$ cat src/rtl/adat_frame_sched.sv
// adat_frame_sched
// Frame scheduler for the ADAT lightpipe framer. A single producer loads channel
// samples into a back buffer over valid/ready. Once per frame the back buffer is
// swapped into the word outputs. Wordclock is derived from mclk. Channels that were
// not refreshed during a frame raise a sticky underrun flag.
//
// Frame timing (cnt is the free-running divider):
//   cnt == 2**DIV_LOG2-2 : last cycle in which a sample can land for this frame
//   cnt == 2**DIV_LOG2-1 : SWAP cycle, producer is stalled
//   cnt == 0             : new words and user bits visible, frame_strobe high
// The words and user bits change at cnt == 0. At that point wordclock is low, so
// the framer sees them stable for half a frame before the next wordclock rise.

module adat_frame_sched #(
    parameter int CHANNELS      = 8,
    parameter int WIDTH         = 24,
    parameter int DIV_LOG2      = 8,
    parameter int UNDERRUN_MUTE = 1
) (
    input  logic                      mclk,
    input  logic                      rst,
    input  logic                      s_valid,
    output logic                      s_ready,
    input  logic [2:0]                s_chan,
    input  logic [WIDTH-1:0]          s_data,
    input  logic [3:0]                user_in,
    input  logic                      underrun_clr,
    output logic                      wordclock,
    output logic [CHANNELS*WIDTH-1:0] words,
    output logic [3:0]                user,
    output logic                      frame_strobe,
    output logic [CHANNELS-1:0]       underrun
);

    typedef enum logic [1:0] {
        IDLE = 2'd0,
        FILL = 2'd1,
        SWAP = 2'd2
    } state_t;

    // The count value one cycle before the swap: all ones except the LSB.
    localparam logic [DIV_LOG2-1:0] CNT_PRE_SWAP = {{(DIV_LOG2-1){1'b1}}, 1'b0};

    state_t                         state;
    logic   [DIV_LOG2-1:0]          cnt;
    logic                           accept;
    logic   [CHANNELS-1:0][WIDTH-1:0] back;
    logic   [CHANNELS-1:0]          fill;
    logic   [CHANNELS-1:0]          swap_set;

    assign accept    = s_valid && s_ready;
    assign wordclock = cnt[DIV_LOG2-1];

    // Flags that a swap raises: any channel with no refresh during the frame that is ending.
    always_comb begin
        swap_set = '0;
        if (state == SWAP) begin
            swap_set = ~fill;
        end
    end

    // Free-running frame divider. Its MSB is wordclock, so the clock is a clean register bit.
    always_ff @(posedge mclk or posedge rst) begin
        if (rst) begin
            cnt <= '0;
        end else begin
            cnt <= cnt + 1'b1;
        end
    end

    // Frame FSM. It idles until the first sample arrives, then swaps once per frame. s_ready is registered from the next state.
    always_ff @(posedge mclk or posedge rst) begin
        if (rst) begin
            state   <= IDLE;
            s_ready <= 1'b0;
        end else begin
            case (state)
                IDLE: begin
                    s_ready <= 1'b1;
                    if (accept) begin
                        state <= FILL;
                    end
                end
                FILL: begin
                    if (cnt == CNT_PRE_SWAP) begin
                        state   <= SWAP;
                        s_ready <= 1'b0;
                    end else begin
                        s_ready <= 1'b1;
                    end
                end
                SWAP: begin
                    state   <= FILL;
                    s_ready <= 1'b1;
                end
                default: begin
                    state   <= IDLE;
                    s_ready <= 1'b0;
                end
            endcase
        end
    end

    // Back-buffer loading, plus the end-of-frame swap into words and user. The back buffer survives the swap; only the fill mask clears.
    always_ff @(posedge mclk or posedge rst) begin
        if (rst) begin
            back         <= '0;
            fill         <= '0;
            words        <= '0;
            user         <= '0;
            frame_strobe <= 1'b0;
        end else begin
            frame_strobe <= (state == SWAP);
            if (state == SWAP) begin
                for (int n = 0; n < CHANNELS; n++) begin
                    if (fill[n]) begin
                        words[n*WIDTH +: WIDTH] <= back[n];
                    end else if (UNDERRUN_MUTE != 0) begin
                        words[n*WIDTH +: WIDTH] <= '0;
                    end
                end
                user <= user_in;
                fill <= '0;
            end else if (accept) begin
                // Channel indices with no matching lane are accepted and simply discarded.
                for (int n = 0; n < CHANNELS; n++) begin
                    if (s_chan == 3'(n)) begin
                        back[n] <= s_data;
                        fill[n] <= 1'b1;
                    end
                end
            end
        end
    end

    // Sticky underrun flags. A flag raised by the swap takes priority over a simultaneous clear.
    always_ff @(posedge mclk or posedge rst) begin
        if (rst) begin
            underrun <= '0;
        end else begin
            underrun <= (underrun_clr ? '0 : underrun) | swap_set;
        end
    end

endmodule

$ cat config.mk
export PLATFORM = sky130hd
export DESIGN_NAME = adat_frame_sched
export DESIGN_NICKNAME = d
export VERILOG_FILES = /design/src/rtl/adat_frame_sched.sv
export SDC_FILE = /design/constraint.sdc
export NUM_CORES = 1
export LEC_CHECK = 0
export CORE_MARGIN = 2
export CORE_UTILIZATION = 40
export CTS_BUF_LIST = sky130_fd_sc_hd__clkbuf_2
export CTS_CLUSTER_SIZE = 16
export DETAILED_ROUTE_END_ITERATION = 7
export SYNTH_ARGS = -nofsm -noshare
export SYNTH_HDL_FRONTEND = slang
export SYNTH_SLANG_ARGS = --single-unit
$ cat constraint.sdc
create_clock -name mclk -period 19.97 [get_ports mclk]
set_clock_uncertainty 0.2 [all_clocks]
set_input_delay 3.994 -clock mclk [delete_from_list [all_inputs] [get_ports mclk]]
set_output_delay 3.994 -clock mclk [all_outputs]
set_load 0.02 [all_outputs]
======== After elaboration in Yosys (flattened, before gate mapping) ========
Cells that the tools add are included.
storage, ports and cells
  logic and storage cells ................. 94
  output and inout bits ................... 207
  bits in registers ....................... 416
cells by class
  reduce and logical (&&, ||, !) cells .... 30
  bitwise operators ....................... 3
  equality and inequality tests ........... 12
  add/subtract/negate cells ............... 1
  muxes and demuxes ....................... 25
operators with widths
  kind                                                                    number
  24-bit two-way mux                                                      8
  8-bit two-way mux                                                       4
  3-bit AND reduction                                                     8
  2-bit AND reduction                                                     9
  2-bit nonzero test                                                      9
  3-bit equality test (second input constant)                             4
  1-bit two-way mux                                                       9
  8-bit by 1-bit adder with 8-bit output (second input constant)          1
  8-bit equality test (second input constant)                             1
  8-bit inverter                                                          1
  8-bit OR                                                                1
  3-bit by 2-bit equality test with 1-bit output (second input constant)  2
  2-bit one-hot mux with 3 select lines                                   1
  2-bit two-way mux                                                       2
  2-bit inequality test (second input constant)                           2
  3-bit by 1-bit equality test with 1-bit output (second input constant)  1
  3-bit zero test                                                         1
  2-bit by 1-bit equality test with 1-bit output (second input constant)  1
  2-bit equality test (second input constant)                             1
  2-bit zero test                                                         1
  1-bit one-hot mux with 2 select lines                                   1
  2-bit OR reduction                                                      1
  1-bit logical AND                                                       1
  1-bit inverter                                                          1

======== Depth between registers and ports, before layout ========
  depth in word-level cells ............... 4
  depth in mapped cells ................... 8

======== Least setup slack after synthesis ========
Ideal clock, no wire load.
  path kind ............................... input to register
  start ................................... input port s_valid
  end ..................................... register back[33] (netlist bit)
  arrival time ............................ 5339 ps
  stages .................................. 5
  required time ........................... 19645 ps
  path slack .............................. 14306 ps
  path through ............................ nand2_1 -> or4_4 -> buf_6 -> buf_6 -> mux2_4
between the ends
  longest elaborated chain between the ends .. 2
RTL lines
  element                         line  text
  start: declaration              22    input logic s_valid,
  1-bit logical AND               51    assign accept = s_valid && s_ready;
  3-bit AND reduction (no line)   --
  end signal: indexed assignment  128   back[n] <= s_data;
  end: declaration                47    logic [CHANNELS-1:0][WIDTH-1:0] back;
Every way passes these cells.
A chain may end at the register's enable or synchronous reset.

==> results.ini <==
[sta]
final_hold_viol_count = 0
relSlewSlack_pct = 29.1
clock.fmax_mhz = 160
setup_tns_ps = 0
maxSlewViolCount = 0
fin_crit_sh_pct = 31.3
rsz0062_at_grt = no
worst_pin_slew_ps = 1060
finalCriticalPeriod_ps = 6260
finalSetupViolCount = 0

[die]
dieArea_sq_um = 41800
initial_utilization_pct = 40.5
die_height_microns = 204
die_w_microns = 204
ios = 242
core_sq_um = 39700
num_rows = 73

[flow_run]
drv_cap = 0

[grt]
met2_usage_pct = 33.2
grt_pass1_wl_microns = 68000
grt_overflow = 0
antenna_found_initial = 9
met3_usage_pct = 5.40
grt_util_met1_pct = 30.4
grt_max_degree = 157
grt.total_usage_pct = 21.9
grt_pass1_vias = 11400
top_usage_layer = met2

[synth]
syn_area_per_cell_sq_um = 11.9
syn_inst = 1356
ys_warn_count = 0
ys_ff_latch = 416
syn_nets = 1393
async_flop_share_pct = 100
synth-seq-area-share_pct = 64.8
netlist_area_sq_um = 16100
synthFlopType = dfrtp_1
ys_types = 26
synth_edf_count = 0

[power]
vdd_drop_max_v = 0.0000390
power_mw = 1.68
leakagePower_nw = 9.79
p_per_area_nw_per_um2 = 85.1

[clock_tree]
path_clk_slew_ps = 80
cts_made_buffers = 105
cts.sinks = 416
cts_tree = done
post_cts_resized = 0
insertion_delay_ps = 980
cts_setup_buffers = 0
clockRootBuffer = clkbuf_2
ctsHoldBuffers = 0
cts_buffer_depth = 3
htree_levels = 3

[critical_path]
critPathKind = in2async
end_kind = asynchronous set/reset pin
cp_cell_sequence = clkdlybuf4s50_1 > inv_8 > buf_12 > buf_4
worst-path-buf-inv = 4
cp_top_family = buffers and inverters
worst-path-max-fanout = 156
worstRegToRegCells = 5
crit_cells = 4
worst_ep_arrival_time_ps = 6990
critPathSlowestCell = buf_4
critPathMaxStageDelay_ps = 880
cp-start-kind = input pin
critPathRequiredTime_ps = 20710

[final_layout]
finalNetCount = 1664
layout_commonest_cell = dfrtp_1
syn_to_final_growth_pct = 22.9
drive_above_1_share_pct = 22.3
most-common-layout-cells = 416 x dfrtp_1, 408 x nand2_1, 241 x clkdlybuf4s50_1

[placement]
place.gp.congestion = 0.726
place_hpwl_microns = 26500
port_buffers = 241

[routing]
dr_total_vias = 11100
wirelength_microns = 44200
via_per_inst = 4.99
antenna_left = 0
routedWlPerCell_microns = 19.9
drc = 0
first_pass_iters = 5
drt_iter0_markers = 737

[hold_path]
hold_class = reg2reg
holdPathStages = 2

[outcome]
outcome = finished, final reports clean

==> tightest hold or removal path: stages (launching register included) <==
cell and delay [ps]:
dfrtp_1 350, nand2_1 50, nand2_1 50
==> final cells by class <==
cell class              instances  area (sq um)
flip-flops and latches        416         10400
repair buffers                253          2510
clock inverters                17           121
well taps                     525           657
diodes                          2          5.00
fillers                      3727         20000
clock buffers                 159           796
inverters                      13          63.8
multi-input cells             838          5190
==> kinds of logic (layout without fill, tap and decap cells) <==
family / count (synthesis) / in the layout / share of synthesized area [%]
xor+xnor: 6 / 6 / 0.327
fa+ha+maj: 2 / 2 / 0.156
mux: 192 / 192 / 14.3
flops: 416 / 416 / 64.8
other cells: 0 / 2 / 0
compound gates: 14 / 14 / 0.584
buf+inv: 102 / 442 / 2.99
simple gates: 624 / 624 / 16.8
==> cells in the mapped netlist (all sizes together) (3+ instances only) <==
| cell type | number | area, sq um |
|---|---|---|
| buf | 29 | 204 |
| nand2b | 4 | 25.0 |
| nand4 | 3 | 18.8 |
| clkbuf | 60 | 225 |
| xor2 | 4 | 35.0 |
| nor2 | 3 | 11.3 |
| nand2 | 408 | 1530 |
| o22ai | 8 | 50.1 |
| mux2 | 192 | 2300 |
| nor4b | 3 | 71.3 |
| dfrtp | 416 | 10400 |
| nor3 | 3 | 15.0 |
| nand3 | 196 | 981 |
| a21o | 4 | 30.0 |
| inv | 13 | 51.3 |
==> state kept, by name, summed over array words and instances (netlist names) <==
signal        flops
user              4
s_ready           1
words           192
cnt               8
frame_strobe      1
back            192
underrun          8
fill              8
state             2
==> per-layer routing <==
metal	vias to the layer above	part of all wire (%)
li1	5097	-
met1	5615	45
met2	321	47
met3	52	6.6
met4	0	2.1
met5	-	0
==> worst paths after layout <==
check,startpoint,to,slack (ps)
worst max-delay path,rst,words[142]$_DFFE_PP0P_,13710
worst min-delay path,words[42]$_DFFE_PP0P_,words[42]$_DFFE_PP0P_,270
worst max register to register,state[0]$_DFFE_PP0P_,words[117]$_DFFE_PP0P_,16680
worst min register to register,words[42]$_DFFE_PP0P_,words[42]$_DFFE_PP0P_,270
max in group mclk,s_ready$_DFF_PP0_,s_ready,13740
min in group asynchronous,rst,words[100]$_DFFE_PP0P_,3420
==> metrics by stage <==
step	cells	area [sq um]	hold slack (ps)	util, %	setup slack [ps]
after CTS	2221	19800	277	49.7	13580
after floorplan	1356	16100	251	-	4200
final	2223	19800	271	49.7	13710
after detailed placement	2045	18800	256	47.4	12670
after global placement	2045	18800	252	47.4	12680
after global routing	2222	19800	291	49.7	13390
==> power by group <==
group          switching (mW)  internal (mW)
sequential             0.0474          0.927
combinational          0.0585         0.0828
clock                   0.332          0.233
Power figures use the tool's default switching activity.
